===== config.mk =====
export PLATFORM = sky130hd
export DESIGN_NAME = _ram8_flat
export DESIGN_NICKNAME = d
export VERILOG_FILES = /design/src/rtl/_ram8_if.sv /design/src/rtl/_ram8.sv /design/src/flat_wrapper.sv
export SDC_FILE = /design/constraint.sdc
export NUM_CORES = 1
export LEC_CHECK = 0
export CAP_MARGIN = 20
export CORE_MARGIN = 1.5
export CORE_UTILIZATION = 45
export DETAILED_ROUTE_END_ITERATION = 7
export PLACE_DENSITY = 0.62
export RECOVER_POWER = 50
export SLEW_MARGIN = 20
export SYNTH_ARGS = -nofsm -noshare
export SYNTH_HDL_FRONTEND = slang
export SYNTH_SLANG_ARGS = --single-unit

===== constraint.sdc =====
create_clock -name clk -period 1.5 [get_ports clk]
set_clock_uncertainty 0.05 [all_clocks]
set_input_delay 0.15 -clock clk [delete_from_list [all_inputs] [get_ports clk]]
set_output_delay 0.15 -clock clk [all_outputs]
set_load 0.1 [all_outputs]

===== src/rtl/_ram8_if.sv =====
// Bus bundle for the 8-word register bank: write data, load strobe, shared address, read data.
interface _ram8_if #(
  parameter int WIDTH = 16
);
  logic [WIDTH-1:0] in;
  logic             load;
  logic [2:0]       address;
  logic [WIDTH-1:0] out;

  modport master (
    output in,
    output load,
    output address,
    input  out
  );

  modport slave (
    input  in,
    input  load,
    input  address,
    output out
  );
endinterface


===== src/rtl/_ram8.sv =====
// 8 x WIDTH register bank: writes land one cycle after load, reads are combinational.
// No handshake; the read mux shows the old word until the write edge (no bypass).
module _ram8 #(
  parameter int               WIDTH     = 16,
  parameter logic [WIDTH-1:0] RESET_VAL = {WIDTH{1'b0}}
) (
  input logic    clk,
  input logic    rst_n,
  _ram8_if.slave bus
);

  logic [7:0]       load_en;
  logic [WIDTH-1:0] word [8];
  logic [WIDTH-1:0] lo_word;
  logic [WIDTH-1:0] hi_word;

  // One-hot demux of the load strobe by address.
  always_comb begin
    load_en = 8'h00;
    load_en[bus.address] = bus.load;
  end

  always_ff @(posedge clk or negedge rst_n) begin
    if (!rst_n) begin
      for (int i = 0; i < 8; i++) begin
        word[i] <= RESET_VAL;
      end
    end else begin
      for (int i = 0; i < 8; i++) begin
        if (load_en[i]) begin
          word[i] <= bus.in;
        end
      end
    end
  end

  // Two 4-way halves, then address[2] picks word0-3 or word4-7.
  always_comb begin
    lo_word = word[{1'b0, bus.address[1:0]}];
    hi_word = word[{1'b1, bus.address[1:0]}];
  end

  assign bus.out = bus.address[2] ? hi_word : lo_word;

endmodule


===== src/flat_wrapper.sv =====
// flat-port wrapper written by rule: the top's interface ports become plain ports
module _ram8_flat 
#(
  parameter int               WIDTH     = 16,
  parameter logic [WIDTH-1:0] RESET_VAL = {WIDTH{1'b0}}
)
  (clk, rst_n, bus_in, bus_load, bus_address, bus_out);
  _ram8_if #(.WIDTH(WIDTH)) bus_i ();
  input logic clk;
  input logic rst_n;
  input wire logic [$bits(bus_i.in)-1:0] bus_in;
  input wire logic [$bits(bus_i.load)-1:0] bus_load;
  input wire logic [$bits(bus_i.address)-1:0] bus_address;
  output wire logic [$bits(bus_i.out)-1:0] bus_out;
  assign bus_i.in = bus_in;
  assign bus_i.load = bus_load;
  assign bus_i.address = bus_address;
  assign bus_out = bus_i.out;
  _ram8 #(.WIDTH(WIDTH), .RESET_VAL(RESET_VAL)) u_core (.clk(clk), .rst_n(rst_n), .bus(bus_i));
endmodule

==> impl_metrics.toml, run 1 <==
[route]
firstDrtPassIters = 4
drt-initial-drc-count = 186
ant_nets = 0
viasPerCell = 5.51
wire_per_inst_um = 20.9
totalWireLength_um = 14500
remaining_drc_errors = 0
vias = 3813

[setup_path]
worst_setup_path_start_kind = "flop"
reg2reg_slack_ps = 420
cp_data_required_time_ps = 1300
cp_cell_sequence = "mux2_4 > a22oi_2 > o211ai_1 > buf_12"
critical_path.max_stage_delay_ps = 380
arrival_ps = 1670
cp-end-kind = "output pin"
crit_type = "reg2out"
cp_max_fo = 2
crit_slowest_cell = "dfrtp_1"

[worst_hold_path]
worstHoldPathType = "in2async"

[synthesis]
syn_avg_cell_area_sq_um = 14.5
synth_nets = 435
synth_cells = 413
ys_types = 27
synth_seq_cells = 128
synth.yosys.seq_area_share_pct = 53.6
yosys_warnings = 0
syn-cell-area_sq_um = 5970

[placement]
dpl_worst_slack_ps = -527
dp_hpwl_um = 9210
placed_area_sq_um = 7220
placed_cells = 652
gp_congestion = 0.728
portBuffers = 37

[clocking]
cts_sinks = 128
cts_max_level = 4
cts_tree = "done"
cts_buffers = 17
clockBufferDepth = 2
clkTransAtPathRegs_ps = 50
clock-root-buffer = "clkbuf_16"
clk_latency_ps = 410

[sta]
setup-violations-final = 16
max_freq_mhz = 534
final.setup.worst_slack_ps = -371
min_period_ps = 1870
slew_headroom_pct = 58.2
maxSlewViolCount = 0
worst_pin_slew_ps = 627
period_share_pct = 125
hold_violations = 0
rsz0062_at_grt = "true"
tns_ps = -4700

[floorplanning]
ios = 38
die_x_um = 118
core_area_sq_um = 12800
start_util_pct = 46.7
die-area_sq_um = 14000
die_h_um = 118
rows = 41

[pwr]
power_density_nw_per_um2 = 1450
leakage_nw = 3.58
peakVddDrop_mv = 1.11
fin_total_pwr_w = 0.0118

[final_layout]
area_growth_pct = 37.1
largest_reg_flops = 128
layout-drive-gt1-share_pct = 39.0
largest_register = "u_core.word"
antenna_cells = 0
fin_nets = 530
largestRegisters = "u_core.word: 128 flops"
final_cells = 692
postLayoutCellArea_sq_um = 8190

[grt]
grt_max_degree = 61
met3_usage_pct = 5.02
grt_util_met2_pct = 37.8
use_met1_pct = 29.1
grt_pass1_vias = 4235
antenna_found_initial = 0
grt_first_pass_wirelength_um = 23800
grtUsageTotal_pct = 22.3
grt-busiest-layer = "met2"
grt_overflow = 0

[job]
maxCapViolations = 0

[outcome]
violations = "negative setup slack"
status = "finished, violations left"
[repair_timing]
item                                   CTS  global route
setup endpoints to repair               81            16
setup buffers                            4             3
hold buffers                             1             0
gates cloned                             0             1
endpoints found under the hold margin  128             0
resized for setup                       69             8
pin swaps                               43             7
[cell usage after synthesis]
cell | number | share of area, %
a221oi_1 | 2 | 0.29
a22oi_1 | 31 | 3.9
and2_1 | 1 | 0.10
and2b_1 | 1 | 0.13
and3_1 | 2 | 0.21
buf_2 | 13 | 1.1
buf_4 | 6 | 0.75
buf_6 | 1 | 0.19
buf_8 | 1 | 0.25
clkbuf_1 | 5 | 0.31
dfrtp_1 | 128 | 54
inv_1 | 1 | 0.063
inv_2 | 1 | 0.063
mux2_1 | 165 | 31
mux2_4 | 10 | 2.5
nand2_1 | 14 | 0.88
nand2b_1 | 1 | 0.10
nand3_1 | 2 | 0.17
nand3_2 | 1 | 0.17
nand3_4 | 3 | 0.88
nor2_1 | 3 | 0.19
nor2b_1 | 2 | 0.21
nor3_2 | 1 | 0.17
nor3_4 | 2 | 0.54
nor3b_2 | 1 | 0.21
o211ai_1 | 14 | 1.8
o21ai_1 | 1 | 0.084
[report_power, final]
part           switching, W  internal, W  leakage (nW)  total (W)
registers          0.000413      0.00422          1.54    0.00463
clock network       0.00141      0.00257         0.292    0.00397
logic               0.00162      0.00160          1.75    0.00322
total               0.00344      0.00839          3.58     0.0118
[metal layers]
metal,part of all wire [%],routed length [um]
met4,0.82,118
met1,46,6660
met3,2.4,348
met5,0,0
met2,51,7330
[area by class of cell]
class | count | area [sq um]
repair buffers | 102 | 1220
well taps | 172 | 215
inverters | 2 | 7.51
clock inverters | 5 | 50.0
clock buffers | 26 | 529
multi-input cells | 257 | 2960
flip-flops and latches | 128 | 3200
fillers | 921 | 4590
[worst max-delay path, delay by kind of cell, from the launching register on]
family,cells,cell delay [ps]
buffers and inverters,1,230
flip-flops,1,380
multiplexers,1,280
AO/OA/AOI/OAI,2,370
[layout by cell type (no fill, tap or decap), types with 2 or more instances in the layout]
cell / instances
dfrtp_1: 128
buf_6: 5
nand3_4: 4
clkbuf_16: 21
mux2_1: 127
dlygate4sd2_1: 2
clkinv_2: 4
clkbuf_1: 3
clkbuf_8: 7
nor3_4: 3
buf_12: 26
and3_1: 2
nand2_1: 14
nor2_1: 2
o211ai_1: 14
mux2_4: 46
buf_4: 45
mux2_2: 2
clkdlybuf4s50_1: 17
a22oi_2: 31
[per-stage QoR]
| step | utilization [%] | hold WS [ps] |
|---|---|---|
| after floorplan | - | -196 |
| after global placement | 56.5 | -44.1 |
| after detailed placement | 56.5 | -42.3 |
| after CTS | 63.6 | 67.7 |
| after global routing | 64.1 | 270 |
| final | 64.1 | 219 |
[path summary, 6_finish.rpt]
path | startpoint | cells past startpoint | to
worst max-delay path | u_core.word[80] | 4 | bus_out[0]
min in group clk | u_core.word[87] | 1 | u_core.word[87]
worst min-delay path | rst_n | 2 | u_core.word[4]
worst min register to register | u_core.word[87] | 1 | u_core.word[87]
worst max register to register | u_core.word[110] | 3 | u_core.word[110]
max in group asynchronous | rst_n | 3 | u_core.word[63]
[kinds of logic after synthesis]
family          after synthesis  synth area share [%]
mux                         175                  33.6
flops                       128                  53.6
compound gates               48                  6.04
simple gates                 34                  3.96
buf+inv                      28                  2.72
(Power assumes the default switching activity.)
==> run 2, diff against run 1 <==
==> constraint.sdc (replaced) <==
create_clock -name clk -period 1.9 [get_ports clk]
set_clock_uncertainty 0.05 [all_clocks]
set_input_delay 0.19 -clock clk [delete_from_list [all_inputs] [get_ports clk]]
set_output_delay 0.19 -clock clk [all_outputs]
set_load 0.1 [all_outputs]
==> run 2 against run 1 <==
  * The flow now finishes without violations
  * Sequential cell count is the same
  * Via count is 2.3% lower
  * Sequential power decreased by 21%
  * Global-route usage decreased by 0.72 points
  * Critical path type unchanged
  * Critical endpoint is now bus_out[10]
  * Highest routed layer unchanged
==> impl_metrics.toml, run 2 (synthesized netlist as in run 1, its figures left out) <==
[outcome]
status = "finished clean"

[setup_path]
cp_data_required_time_ps = 1660
r2r_cells = 3
cp_max_fo = 2
arrival_ps = 1660
worst_setup_path_start_kind = "flop"
worst_r2r_endpoint = "u_core.word[32]"
worstSetupStartpoint = "u_core.word[42]"
crit_end = "bus_out[10]"
reg2reg_slack_ps = 830
crit_type = "reg2out"
worstReg2RegStart = "u_core.word[32]"
cp-end-kind = "output pin"

[pwr]
power_density_nw_per_um2 = 1130
fin_total_pwr_w = 0.00896
leakage_nw = 3.45
peakVddDrop_mv = 0.767

[clocking]
clkTransAtPathRegs_ps = 50
clock-root-buffer = "clkbuf_16"
clk_latency_ps = 410
cts_max_level = 4
cts_buffers = 17
cts_tree = "done"
clockBufferDepth = 2
cts_sinks = 128

[placement]
gp_congestion = 0.752
placed_cells = 644
dpl_worst_slack_ps = -233
portBuffers = 37
placed_area_sq_um = 7110
dp_hpwl_um = 9220

[grt]
antenna_found_initial = 0
grt_max_degree = 67
use_met1_pct = 29.7
grtUsageTotal_pct = 21.6
met3_usage_pct = 5.50
grt_pass1_vias = 4062
grt-busiest-layer = "met2"
grt_overflow = 0
grt_util_met2_pct = 34.4
grt_first_pass_wirelength_um = 22900

[sta]
period_share_pct = 100
hold_violations = 0
final.setup.worst_slack_ps = 0.200
rsz0062_at_grt = "true"
min_period_ps = 1900
maxSlewViolCount = 0
hold_ws_ps = 431
slew_headroom_pct = 11.3
worst_pin_slew_ps = 1330
setup-violations-final = 0
max_freq_mhz = 526

[route]
drt-initial-drc-count = 172
viasPerCell = 5.48
remaining_drc_errors = 0
totalWireLength_um = 14000
vias = 3724
ant_nets = 0
wire_per_inst_um = 20.6
firstDrtPassIters = 4

[worst_hold_path]
worstHoldPathType = "reg2reg"

[final_layout]
largestRegisters = "u_core.word: 128 flops"
n_fill_cell = 964
mostFrequentLayoutCells = "138 x mux2_1, 128 x dfrtp_1, 36 x buf_4, 34 x mux2_4, 28 x clkbuf_16"
layout-drive-gt1-share_pct = 33.7
multiInputGateArea_sq_um = 2860
largest_reg_flops = 128
final_cells = 680
fin_nets = 518
largest_register = "u_core.word"
area_growth_pct = 33.3
antenna_cells = 0
postLayoutCellArea_sq_um = 7960
final_common_cell = "mux2_1"
seq_area_sq_um = 3200

[floorplanning]
die_h_um = 118
die-area_sq_um = 14000
die_x_um = 118
ios = 38
core_area_sq_um = 12800
rows = 41
start_util_pct = 46.7

[job]
maxCapViolations = 0
==> run 2: cell count changes in the layout (fill, tap and decap cells not counted), sizes merged <==
cell	delta
bufinv	-1
clkinv	+1
clkinvlp	+1
clkbuf	+6
buf	-19
==> run 2: worst min-delay path by stage <==
stage / slack, ps / to / start / cells past startpoint
final: 430 / u_core.word[52] / u_core.word[52] / 1
after detailed placement: 70 / u_core.word[3] / rst_n / 1
after floorplan: -160 / u_core.word[0] / rst_n / 0
after global routing: 440 / u_core.word[81] / u_core.word[81] / 1
after CTS: 180 / u_core.word[21] / rst_n / 2
after global placement: 60 / u_core.word[3] / rst_n / 1
==> run 2: what timing repair did <==
action,4_1_cts,5_1_grt
gates cloned,0,0
buffers inserted,1,4
setup endpoints to repair,16,16
pin swaps,26,23
hold buffers,1,0
resized for setup,23,46
endpoints found under the hold margin,62,0
==> run 2: routing by layer <==
| metal | part of all wire [%] | vias to the layer above | routed length [um] |
|---|---|---|---|
| met2 | 49 | 52 | 6820 |
| met5 | 0 | - | 0 |
| met3 | 3.0 | 7 | 418 |
| li1 | - | 1699 | - |
| met1 | 48 | 1966 | 6670 |
| met4 | 0.68 | 0 | 95 |
==> run 2: area by class of cell <==
cell class / count / share of cell area (%)
Sequential cell: 128 / 40.3
Multi-Input combinational cell: 257 / 35.9
Timing Repair Buffer: 90 / 14.4
Clock buffer: 25 / 6.23
Tap cell: 172 / 2.70
Clock inverter: 6 / 0.409
Inverter: 2 / 0.0943
==> run 2: where the power goes <==
group          internal, W  switching [W]
logic              0.00119        0.00125
registers          0.00333       0.000309
clock network      0.00178        0.00109
==> run 2: per-stage QoR <==
| stage | util (%) | TNS, ps |
|---|---|---|
| finish | 62.3 | 0 |
| global route | 62.3 | -523 |
| CTS | 60.5 | -17.9 |
| detailed placement | 55.7 | -15800 |
| global placement | 55.7 | -13570 |
| floorplan | - | -7000 |
==> run 2: worst max-delay path: stages, from the launching register on <==
cell and delay (ps):
dfrtp_1 380, mux2_1 320, a22oi_2 160, o211ai_1 180, buf_12 210
==> run 3, diff against run 2 <==
--- a/config.mk
+++ b/config.mk
@@ -8,10 +8,11 @@
 export CAP_MARGIN = 20
 export CORE_MARGIN = 1.5
 export CORE_UTILIZATION = 45
+export CTS_BUF_LIST = sky130_fd_sc_hd__clkbuf_16
 export DETAILED_ROUTE_END_ITERATION = 7
 export PLACE_DENSITY = 0.62
 export RECOVER_POWER = 50
-export SLEW_MARGIN = 20
 export SYNTH_ARGS = -nofsm -noshare
 export SYNTH_HDL_FRONTEND = slang
 export SYNTH_SLANG_ARGS = --single-unit
+export TNS_END_PERCENT = 100
==> run 3 against run 2 <==
  * Combinational power hardly changed
  * Worst setup slack gained 2.2 ps
  * Non-clock buffer count up 1
  * Die area unchanged
  * Via count grew 0.48%
  * Register-to-register slack about the same
  * Core utilization shrank 0.18 points
  * Wire length decreased by 0.72%
  * Clock power down 7%
  * Sequential cell count did not move
==> impl_metrics.toml, run 3 (synthesized netlist as in run 1, its figures left out) <==
[outcome]
status = "finished clean"

[setup_path]
cp-end-kind = "output pin"
cp_data_required_time_ps = 1660
worst_setup_path_start_kind = "flop"
cp_max_fo = 2
crit_type = "reg2out"
arrival_ps = 1660

[grt]
grt-busiest-layer = "met2"
met3_usage_pct = 5.50
grt_util_met2_pct = 34.3
grt_pass1_vias = 4039
grt_max_degree = 67
antenna_found_initial = 0
use_met1_pct = 29.1
grt_first_pass_wirelength_um = 22700
grtUsageTotal_pct = 21.3
grt_overflow = 0

[final_layout]
largest_register = "u_core.word"
area_growth_pct = 32.9
fin_nets = 519
postLayoutCellArea_sq_um = 7940
antenna_cells = 0
n_fill_cell = 970
largestRegisters = "u_core.word: 128 flops"
multiInputGateArea_sq_um = 2860
final_common_cell = "mux2_1"
mostFrequentLayoutCells = "137 x mux2_1, 128 x dfrtp_1, 37 x buf_4, 34 x mux2_4, 29 x clkbuf_16"
seq_area_sq_um = 3200
final_cells = 681
layout-drive-gt1-share_pct = 33.4
largest_reg_flops = 128

[route]
firstDrtPassIters = 4
viasPerCell = 5.49
totalWireLength_um = 13900
wire_per_inst_um = 20.4
remaining_drc_errors = 0
ant_nets = 0
vias = 3742
drt-initial-drc-count = 160

[floorplanning]
ios = 38
die_h_um = 118
start_util_pct = 46.7
core_area_sq_um = 12800
die_x_um = 118
rows = 41
die-area_sq_um = 14000

[sta]
period_share_pct = 99.9
max_freq_mhz = 527
hold_violations = 0
rsz0062_at_grt = "true"
tns_ps = 0
min_period_ps = 1900
worst_pin_slew_ps = 1310
final.setup.worst_slack_ps = 2.43
setup-violations-final = 0
slew_headroom_pct = 12.7
maxSlewViolCount = 0

[placement]
placed_area_sq_um = 7110
portBuffers = 37
dpl_worst_slack_ps = -233
dp_hpwl_um = 9220
placed_cells = 644
gp_congestion = 0.752

[clocking]
cts_max_level = 4
clk_latency_ps = 410
cts_buffers = 17
cts_tree = "done"
clkTransAtPathRegs_ps = 50
clock-root-buffer = "clkbuf_16"
cts_sinks = 128
clockBufferDepth = 2

[pwr]
fin_total_pwr_w = 0.00877
peakVddDrop_mv = 0.766
leakage_nw = 3.45
power_density_nw_per_um2 = 1110

[job]
maxCapViolations = 0

[worst_hold_path]
worstHoldPathType = "reg2reg"
## run 3: changes by cell type in the layout (fill, tap and decap cells not counted), sizes merged
cell    previous run  this run
clkbuf            37        30
clkinv             5         9
inv                2         6
## run 3: critical path, cell delays in order (launching register included)
cell	delay, ps
dfrtp_1	380
mux2_1	320
a22oi_2	160
o211ai_1	180
buf_12	210
## run 3: final cells by class
cell class,count,share of cell area [%]
timing repair buffer,91,14.6
clock inverter,14,0.788
tap,172,2.71
multi-input combinational,257,36.1
clock buffer,17,5.36
sequential,128,40.4
inverter,2,0.0946
## run 3: path summary, 6_finish.rpt
kind	from	end	slack (ps)	depth (start not counted)
worst max-delay path	u_core.word[42]	bus_out[10]	2	4
worst min-delay path	u_core.word[93]	u_core.word[93]	430	1
worst max register to register	u_core.word[32]	u_core.word[32]	830	3
worst min register to register	u_core.word[93]	u_core.word[93]	430	1
max in group asynchronous	rst_n	u_core.word[78]	270	3
min in group asynchronous	rst_n	u_core.word[3]	550	2
## run 3: timing repair
item | 4_1_cts | 5_1_grt
hold buffers | 1 | 0
endpoints found under the hold margin | 62 | 0
resized for setup | 21 | 51
pin swaps | 26 | 24
setup buffers | 1 | 5
setup endpoints to repair | 16 | 16
## run 3: power breakdown
group          switching, W  internal, W  leakage, nW  total (W)
Clock               0.00108      0.00160        0.257    0.00268
Sequential         0.000307      0.00333         1.54    0.00364
Combinational       0.00125      0.00121         1.66    0.00245
Total               0.00263      0.00614         3.45    0.00877
## run 3: per-layer routing
metal	part of all wire [%]	routed length (um)
met1	47	6510
met2	49	6800
met3	3.4	470
met4	0.86	119
met5	0	0
## run 3: stage by stage
stage / hold WS [ps] / utilization (%)
3_5_place_dp: 67.4 / 55.7
6_report: 427 / 62.1
3_3_place_gp: 65.0 / 55.7
5_1_grt: 444 / 62.1
2_1_floorplan: -156 / -
4_1_cts: 182 / 60.2
